## src/rtl/wb_rr_arbiter_pkg.sv

```systemverilog
// Shared Wishbone definitions: arbiter state encodings, default bus widths
// and a helper that sizes master index fields.
package wb_rr_arbiter_pkg;

  localparam logic [1:0] ST_IDLE  = 2'd0;
  localparam logic [1:0] ST_GRANT = 2'd1;
  localparam logic [1:0] ST_ABORT = 2'd2;

  localparam int WB_ADR_W = 32;
  localparam int WB_DAT_W = 32;
  localparam int WB_SEL_W = 4;
  localparam int WB_TAG_W = 4;

  // Width of an index able to address n masters (at least one bit).
  function automatic int pick_idx_w(input int n);
    return (n > 1) ? $clog2(n) : 1;
  endfunction

endpackage

```

## src/rtl/wb_rr_arbiter_pick.sv

```systemverilog
// Combinational round-robin picker: returns the first requester found when
// searching last+1, last+2, ... modulo NUM_M, plus a valid flag.
module wb_rr_pick
  import wb_rr_arbiter_pkg::*;
#(
  parameter int NUM_M = 2,
  parameter int IDX_W = pick_idx_w(NUM_M)
) (
  input  logic [NUM_M-1:0] i_req,
  input  logic [IDX_W-1:0] i_last,
  output logic [IDX_W-1:0] o_gnt,
  output logic             o_vld
);

  int               w_idx;
  logic [IDX_W-1:0] w_cand;

  // Walk the ring from the farthest candidate back to the nearest so the
  // nearest requester after i_last is the one left standing.
  always_comb begin
    o_gnt  = '0;
    o_vld  = 1'b0;
    w_idx  = 0;
    w_cand = '0;
    for (int k = NUM_M; k >= 1; k--) begin
      w_idx  = (int'(i_last) + k) % NUM_M;
      w_cand = IDX_W'(w_idx);
      if (i_req[w_cand]) begin
        o_gnt = w_cand;
        o_vld = 1'b1;
      end
    end
  end

endmodule

```

## src/rtl/wb_rr_arbiter.sv

```systemverilog
// Wishbone classic-cycle arbiter sharing one slave between NUM_M masters.
// Round-robin grant per CYC tenure, combinational slave-side mux, response
// routing to the granted master only, and a watchdog that aborts transfers
// the slave never terminates.
module wb_rr_arbiter
  import wb_rr_arbiter_pkg::*;
#(
  parameter int NUM_M   = 2,
  parameter int ADR_W   = WB_ADR_W,
  parameter int DAT_W   = WB_DAT_W,
  parameter int SEL_W   = WB_SEL_W,
  parameter int TAG_W   = WB_TAG_W,
  parameter int TIMEOUT = 255
) (
  input  logic                   CLK_I,
  input  logic                   RST_I,
  input  logic [NUM_M-1:0]       M_CYC_I,
  input  logic [NUM_M-1:0]       M_STB_I,
  input  logic [NUM_M-1:0]       M_WE_I,
  input  logic [NUM_M*ADR_W-1:0] M_ADR_I,
  input  logic [NUM_M*DAT_W-1:0] M_DAT_I,
  input  logic [NUM_M*SEL_W-1:0] M_SEL_I,
  input  logic [NUM_M*TAG_W-1:0] M_TAG_I,
  output logic [DAT_W-1:0]       M_DAT_O,
  output logic [TAG_W-1:0]       M_TAG_O,
  output logic [NUM_M-1:0]       M_ACK_O,
  output logic [NUM_M-1:0]       M_RTY_O,
  output logic [NUM_M-1:0]       M_ERR_O,
  output logic                   S_CYC_O,
  output logic                   S_STB_O,
  output logic                   S_WE_O,
  output logic [ADR_W-1:0]       S_ADR_O,
  output logic [DAT_W-1:0]       S_DAT_O,
  output logic [SEL_W-1:0]       S_SEL_O,
  output logic [TAG_W-1:0]       S_TAG_O,
  input  logic [DAT_W-1:0]       S_DAT_I,
  input  logic [TAG_W-1:0]       S_TAG_I,
  input  logic                   S_ACK_I,
  input  logic                   S_RTY_I,
  input  logic                   S_ERR_I
);

  localparam int IDX_W  = pick_idx_w(NUM_M);
  localparam int WDOG_W = (TIMEOUT > 0) ? $clog2(TIMEOUT + 1) : 1;

  logic [1:0]       r_state;
  logic [IDX_W-1:0] r_gnt;
  logic [IDX_W-1:0] r_last;
  logic [WDOG_W-1:0] r_wdog;

  logic [IDX_W-1:0] w_pick_gnt;
  logic             w_pick_vld;
  logic             w_gnt_cyc;
  logic             w_act;
  logic             w_term;
  logic             w_wd_hit;
  logic             w_timeout;

  wb_rr_pick #(
    .NUM_M (NUM_M),
    .IDX_W (IDX_W)
  ) u_pick (
    .i_req  (M_CYC_I),
    .i_last (r_last),
    .o_gnt  (w_pick_gnt),
    .o_vld  (w_pick_vld)
  );

  assign M_DAT_O = S_DAT_I;
  assign M_TAG_O = S_TAG_I;
  assign w_term  = S_ACK_I | S_RTY_I | S_ERR_I;

  generate
    if (TIMEOUT > 0) begin : g_wdog
      assign w_wd_hit = (r_wdog == WDOG_W'(TIMEOUT - 1));
    end else begin : g_no_wdog
      assign w_wd_hit = 1'b0;
    end
  endgenerate

  // Slave-side mux: the granted master drives the slave only while it holds
  // CYC in GRANT, so IDLE, ABORT and the release cycle all present zeros.
  always_comb begin
    w_gnt_cyc = 1'b0;
    S_STB_O   = 1'b0;
    S_WE_O    = 1'b0;
    S_ADR_O   = '0;
    S_DAT_O   = '0;
    S_SEL_O   = '0;
    S_TAG_O   = '0;
    for (int i = 0; i < NUM_M; i++) begin
      if (r_gnt == IDX_W'(i)) begin
        w_gnt_cyc = M_CYC_I[i];
        S_STB_O   = M_STB_I[i];
        S_WE_O    = M_WE_I[i];
        S_ADR_O   = M_ADR_I[i*ADR_W +: ADR_W];
        S_DAT_O   = M_DAT_I[i*DAT_W +: DAT_W];
        S_SEL_O   = M_SEL_I[i*SEL_W +: SEL_W];
        S_TAG_O   = M_TAG_I[i*TAG_W +: TAG_W];
      end
    end
    w_act   = (r_state == ST_GRANT) && w_gnt_cyc;
    S_CYC_O = w_act;
    S_STB_O = S_STB_O & w_act;
    S_WE_O  = S_WE_O & w_act;
    if (!w_act) begin
      S_ADR_O = '0;
      S_DAT_O = '0;
      S_SEL_O = '0;
      S_TAG_O = '0;
    end
  end

  // A termination in the same cycle as the last watchdog count wins.
  assign w_timeout = S_STB_O & ~w_term & w_wd_hit;

  // Route terminations to the granted master; the watchdog abort shows up
  // as a one-cycle ERR to that master.
  always_comb begin
    M_ACK_O = '0;
    M_RTY_O = '0;
    M_ERR_O = '0;
    for (int i = 0; i < NUM_M; i++) begin
      if (S_STB_O && (r_gnt == IDX_W'(i))) begin
        M_ACK_O[i] = S_ACK_I;
        M_RTY_O[i] = S_RTY_I;
        M_ERR_O[i] = S_ERR_I | w_timeout;
      end
    end
  end

  // Tenure FSM: arbitrate in IDLE, hold the grant for the whole CYC tenure,
  // sit in ABORT after a watchdog expiry until the master lets go.
  always_ff @(posedge CLK_I or posedge RST_I) begin
    if (RST_I) begin
      r_state <= ST_IDLE;
      r_gnt   <= '0;
      r_last  <= IDX_W'(NUM_M - 1);
      r_wdog  <= '0;
    end else begin
      case (r_state)
        ST_IDLE: begin
          r_wdog <= '0;
          if (w_pick_vld) begin
            r_gnt   <= w_pick_gnt;
            r_state <= ST_GRANT;
          end
        end
        ST_GRANT: begin
          if (!w_gnt_cyc) begin
            r_last  <= r_gnt;
            r_wdog  <= '0;
            r_state <= ST_IDLE;
          end else if (w_timeout) begin
            r_wdog  <= '0;
            r_state <= ST_ABORT;
          end else if (S_STB_O && !w_term) begin
            if (r_wdog != '1) r_wdog <= r_wdog + 1'b1;
          end else begin
            r_wdog <= '0;
          end
        end
        ST_ABORT: begin
          r_wdog <= '0;
          if (!w_gnt_cyc) begin
            r_last  <= r_gnt;
            r_state <= ST_IDLE;
          end
        end
        default: begin
          r_wdog  <= '0;
          r_state <= ST_IDLE;
        end
      endcase
    end
  end

endmodule

```

## config.mk

```make
export PLATFORM = sky130hd
export DESIGN_NAME = wb_rr_arbiter
export DESIGN_NICKNAME = d
export VERILOG_FILES = /design/src/rtl/wb_rr_arbiter_pkg.sv /design/src/rtl/wb_rr_arbiter_pick.sv /design/src/rtl/wb_rr_arbiter.sv
export SDC_FILE = /design/constraint.sdc
export NUM_CORES = 1
export LEC_CHECK = 0
export ABC_AREA = 1
export BUFFER_PORTS_ARGS = -buffer_cell sky130_fd_sc_hd__clkbuf_2
export CAP_MARGIN = 10
export CORE_AREA = 4 4 118 120
export DETAILED_ROUTE_END_ITERATION = 16
export DIE_AREA = 0 0 122 124
export PLACE_DENSITY_LB_ADDON = 0.25
export SLEW_MARGIN = 40
export SYNTH_ARGS = -nofsm -noshare
export SYNTH_HDL_FRONTEND = slang
export SYNTH_SLANG_ARGS = --single-unit
```

## constraint.sdc

```tcl
create_clock -name CLK_I -period 1.6 [get_ports CLK_I]
set_input_delay 0.08 -clock CLK_I [delete_from_list [all_inputs] [get_ports CLK_I]]
set_output_delay 0.08 -clock CLK_I [all_outputs]
set_load 0.02 [all_outputs]
```

==> impl_metrics.tcl, run 1 <==
set metrics [dict create \
    cts_tree "done" \
    port_buffers 235 \
    pwr-share-comb 0.835 \
    io-pin-count 308 \
    ff2ff_setup_slack_ns 0.07 \
    violations "setup timing" \
    hold_viol_final 0 \
    layout_min_cycle_time_ns 1.621 \
    path_class "reg -> out" \
    hp-start "M_CYC_I[1]" \
    synthCells 399 \
    rsz0062_at_grt "true" \
    grt-ovfl-total 0 \
    area_delta_synth_final_pct 85.47 \
    dieWidth_um 122 \
    synth_nets 596 \
    leakage_nw 2.183 \
    whs_endpoint "r_gnt$_DFFE_PP0P_" \
    switching_share 0.5362 \
    ir_drop_mv 0.4328 \
    grt_usage 0.1085 \
    ctsRootBufferMaster "clkbuf_16" \
    dp_hpwl_mm 7.637 \
    cp_cell_sequence "inv_2, ha_1, nand2_2, nor2_4, nand2_4, a21oi_2, clkbuf_8" \
    clkPwrFrac 0.089 \
    fmaxAchievable_mhz 617.0 \
    maxCapViolCount 0 \
    setup_tns_ns -0.04146 \
    synth_top_area_frac 0.2956 \
    critical_path_arrival_ns 1.54 \
    synth_top_cell_by_area "nand2_1" \
    cp-start-kind "flop" \
    whs_path_depth 2 \
    final_area_um2 4121 \
    finish.utilization 0.3175 \
    critPathTopFamily "flip-flops" \
    slew-limit-headroom 0.6680 \
    drtIter0Drc 93 \
    ys_seq_area_frac 0.1357 \
    rr_worst_depth 10 \
    cts_buffers 3 \
    cts_max_path_buffers 2 \
    clk_latency_ns 0.24 \
    r2r-start "r_wdog[0]$_DFFE_PP0P_" \
    vias 3310 \
    synth.avg_cell_area_um2 5.569 \
    fin_crit_sh 1.013 \
    finClkSkew_ns 0.003840 \
    rows 42 \
    grt_max_degree 42 \
    tightest_slew_ns 0.4974 \
    slew_violations 0 \
    cp_num_buf_inv 2 \
    hp-class "in -> reg" \
    clock-sinks 12 \
    layoutNonFillerInstCount 780 \
    viasPerCell 4.244 \
    drtAntennaViolNets 0 \
    placed_cells 761 \
    clk_pin_slew_worst_paths_ns 0.04 \
    drive_above_1_share 0.5655 \
    grt_pass1_vias 2998 \
    setup_violations 4 \
    dpl-instance-area_um2 3307 \
    powerDensity_nw_per_um2 1372 \
    first_pass_iters 4 \
    grt_pass1_wl_mm 13.46 \
    nets 801 \
    intPower_w 0.002622 \
    synth_area_leaders "nand2_1, a21oi_1, buf_4" \
    drc 0 \
    synth-seq-cells 12 \
    wl_per_cell_um 13.30 \
    synth_area_um2 2222 \
    start_util 0.1712 \
    htreeDepth 1 \
    path_max_fanout 4 \
    r2r_end "r_state[1]$_DFFE_PP0P_" \
    routed_wl_mm 10.38 \
    hold_ws_ns 0.1570 \
    cpMaxStageDelayCell "dfrtp_1" \
    ys_types 28 \
    seqPwrFrac 0.076 \
    coreArea_um2 12980 \
    worst_slack_ns -0.02079 \
    cpPeakStageDelay_ns 0.41 \
    gp_congestion 0.8092 \
    die-area_um2 15130 \
    die_h_um 124 \
    antenna_found_initial 1 \
    crit_required_ns 1.52 \
    status "finished with violations" \
    yosysWarnings 0 \
    power.switching_w 0.003031 \
    end_kind "output pin" \
]
==> through the flow <==
stage               total power (W)  setup WS (ns)
floorplan                  0.002996        0.01988
CTS                        0.004865       -0.03454
global placement           0.003929      -0.007206
global route               0.006048       -0.09632
finish                     0.005653       -0.02079
detailed placement         0.003963       -0.02978
==> area by class of cell <==
class	count	area (µm²)
Fill cell	1414	8859
Timing Repair Buffer	261	1743
Multi-Input combinational cell	305	1680
Sequential cell	12	302.8
Tap cell	176	220.2
Clock buffer	4	88.84
Inverter	21	83.83
Antenna cell	1	2.502
==> cells in the final DEF (no fill, tap or decap), drive strengths merged, types with 2 or more instances in the layout <==
master  Yosys  routed
a21oi      78      78
inv        20      20
dfrtp      11      11
nor2       14      14
nand2     180     180
nor3        2       2
o21ai       4       4
ha          6       6
nand3      14      14
buf        47      99
clkbuf     14     165
a32o        2       2
==> registers in the layout, indices dropped and copies added (netlist names) <==
register / count
r_gnt: 1
r_last: 1
r_state: 2
r_wdog: 8
==> cell families (layout without fill, tap and decap cells) <==
kind of cell,count (synthesis),after routing,share of synthesized area
DFF,12,12,0.1357
AOI/OAI and AO/OA,86,86,0.2010
adders and majority gates,6,6,0.03378
buffers and inverters,82,286,0.2297
and+or+nand+nor,213,213,0.3998
other,0,1,0
==> worst max-delay path by stage <==
stage                                start          end  slack, ns  cells past startpoint
finish               r_wdog[0]$_DFFE_PP0P_   M_ERR_O[1]      -0.02                      7
global route         r_wdog[0]$_DFFE_PP0P_   M_ERR_O[1]       -0.1                      7
CTS                      r_gnt$_DFFE_PP0P_  S_DAT_O[11]      -0.03                      7
detailed placement  r_state[1]$_DFFE_PP0P_  S_DAT_O[11]      -0.03                      6
global placement    r_state[1]$_DFFE_PP0P_  S_DAT_O[11]     -0.007                      6
floorplan           r_state[1]$_DFFE_PP0P_   M_ERR_O[0]       0.02                      6
==> layer usage <==
layer	up-vias	track usage	part of all wire
met1	1503	0.1164	0.36
met5	-	0	0
li1	1644	-	-
met4	0	0.05112	0.026
met3	32	0.01635	0.074
met2	131	0.2075	0.54
==> power groups by stage <==
stage                     Sequential, W  Combinational [W]  Clock, W
after CTS                      0.000431            0.00392  0.000516
final                          0.000430            0.00472  0.000501
after global routing           0.000437            0.00508  0.000534
after floorplan                0.000398            0.00260         0
after detailed placement       0.000422            0.00354         0
after global placement         0.000421            0.00351         0
==> cell usage after synthesis <==
cell	number
nand2_1	175
a21oi_1	78
buf_4	37
inv_1	20
clkbuf_1	14
nand3_1	12
dfrtp_1	11
buf_6	8
nor2_1	8
ha_1	6
nor2_2	5
nand2_2	4
o21ai_0	4
a32o_1	2
buf_2	2
a211oi_1	1
a32oi_1	1
clkinv_2	1
dfstp_2	1
nand2_4	1
nand3_2	1
nand3_4	1
nand3b_1	1
nand4_1	1
nor2_4	1
nor3_1	1
nor3_2	1
or2_2	1
==> what timing repair did <==
item,CTS,global route
buffers inserted,4,7
hold endpoints to repair,11,0
hold buffers,1,0
gates resized for setup,82,166
cloned,0,2
setup endpoints to repair,79,83
pin swaps,4,6
(Power assumes the default switching activity.)
==> run 2, diff against run 1 <==
==> constraint.sdc (replaced) <==
create_clock -name CLK_I -period 2.1 [get_ports CLK_I]
set_input_delay 0.63 -clock CLK_I [delete_from_list [all_inputs] [get_ports CLK_I]]
set_output_delay 0.63 -clock CLK_I [all_outputs]
set_load 0.02 [all_outputs]
==> impl_metrics.tcl, run 2 (synthesis gave the netlist of run 1 again) <==
set metrics [dict create \
    wl_per_cell_um 16.08 \
    critPathLaunch "r_gnt$_DFFE_PP0P_" \
    cp-start-kind "flop" \
    ctsRootBufferMaster "clkbuf_16" \
    largest_reg_flops 8 \
    powerDensity_nw_per_um2 1169 \
    hold_viol_final 0 \
    antenna_found_initial 0 \
    grt_usage 0.1092 \
    regMostFlops "r_wdog" \
    antennaDiodeCount 0 \
    die-area_um2 15130 \
    hp-class "in -> async" \
    crit_required_ns 1.47 \
    wl_met1_mm 4.889 \
    die_h_um 124 \
    start_util 0.1712 \
    area_delta_synth_final_pct 107.7 \
    final_area_um2 4616 \
    most-common-layout-cells "nand2_1, clkbuf_2, buf_4" \
    drc 0 \
    path_class "reg -> out" \
    coreArea_um2 12980 \
    hold_ws_ns 0.3778 \
    clock-sinks 12 \
    grt_max_degree 70 \
    maxUsedRoutingLayer "met4" \
    rsz0062_at_grt "true" \
    cts_max_path_buffers 2 \
    dp_hpwl_mm 7.754 \
    fmaxAchievable_mhz 440.8 \
    slew_violations 0 \
    nets 819 \
    port_buffers 235 \
    fin_crit_sh 1.080 \
    routed_wl_mm 12.81 \
    multi_input_area_um2 1804 \
    cts_tree "done" \
    r2r-start "r_gnt$_DFFE_PP0P_" \
    setup_violations 80 \
    htreeDepth 1 \
    layout_min_cycle_time_ns 2.269 \
    dpl-instance-area_um2 3397 \
    vias 3475 \
    seq_area_um2 302.8 \
    ir_drop_mv 0.3446 \
    violations "setup timing" \
    cts_buffers 3 \
    drtIter0Drc 114 \
    io-pin-count 308 \
    rr_worst_depth 10 \
    final_common_cell "nand2_1" \
    reg.largest.list "r_wdog x8, r_state x2" \
    rows 42 \
    drtAntennaViolNets 0 \
    dieWidth_um 122 \
    route.met3.wl_um 811 \
    nFillCells 1390 \
    grt-ovfl-total 0 \
    drive_above_1_share 0.6151 \
    viasPerCell 4.360 \
    slew-limit-headroom 0.6837 \
    end_kind "output pin" \
    finClkSkew_ns 0.002737 \
    wl_met2_mm 6.825 \
    maxCapViolCount 0 \
    first_pass_iters 4 \
    critical_path_arrival_ns 1.64 \
    worst_slack_ns -0.1687 \
    grt_pass1_wl_mm 13.48 \
    path_max_fanout 6 \
    holdBufCountCts 0 \
    grt_pass1_vias 2872 \
    clk_latency_ns 0.24 \
    leakage_nw 2.343 \
    tightest_slew_ns 0.4739 \
    post-place-ws_ns -0.1693 \
    gp_congestion 0.8150 \
    clk_pin_slew_worst_paths_ns 0.05 \
    status "finished with violations" \
]
==> run 2: through the flow <==
stage | TNS (ns) | instances | total power [W] | utilization
global route | -10.74 | 797 | 0.005702 | 0.3556
global placement | -6.492 | 769 | 0.003056 | 0.2617
detailed placement | -6.635 | 769 | 0.003089 | 0.2617
floorplan | -6.106 | 399 | 0.002288 | -
finish | -6.218 | 797 | 0.005394 | 0.3556
CTS | -9.850 | 780 | 0.003883 | 0.2946
==> run 2: path summary, 6_finish.rpt <==
check	end	slack [ns]
max	M_ERR_O[0]	-0.17
max in group asynchronous	r_gnt$_DFFE_PP0P_	1.37
min reg2reg	r_state[1]$_DFFE_PP0P_	0.53
min	r_wdog[5]$_DFFE_PP0P_	0.38
min in group CLK_I	r_state[1]$_DFFE_PP0P_	0.53
max reg2reg	r_wdog[4]$_DFFE_PP0P_	0.34
==> run 2: metal layers <==
| metal | up-vias | global-route usage |
|---|---|---|
| met5 | - | 0 |
| met4 | 0 | 0.04692 |
| met3 | 33 | 0.01045 |
| met2 | 135 | 0.2027 |
| met1 | 1622 | 0.1278 |
| li1 | 1685 | - |
==> run 2: worst max-delay path, stage by stage (launching register included) <==
cell	delay, ns
dfrtp_2	0.46
clkinv_4	0.11
nand2_4	0.07
nand2_8	0.08
nand2_8	0.10
nor2_4	0.18
nand2_2	0.10
a21oi_2	0.12
clkbuf_8	0.15
==> run 2: repair_timing <==
| action | CTS | global route |
|---|---|---|
| setup endpoints to repair | 81 | 81 |
| pin swaps | 2 | 6 |
| cloned | 1 | 13 |
| gates resized for setup | 95 | 200 |
| setup buffers | 6 | 5 |
==> run 2: power by group <==
part           total [W]  internal [W]  switching (W)  leakage [nW]
logic            0.00467       0.00203        0.00263          2.14
registers       0.000336      0.000282      0.0000534         0.159
clock network   0.000393      0.000288       0.000105        0.0442
total            0.00539       0.00260        0.00279          2.34
==> run 2: layout make-up <==
type	instances	area share
sequential	12	0.06560
tap	176	0.04771
timing repair buffer	279	0.4584
clock buffer	4	0.01925
inverter	21	0.01816
multi-input combinational	305	0.3909
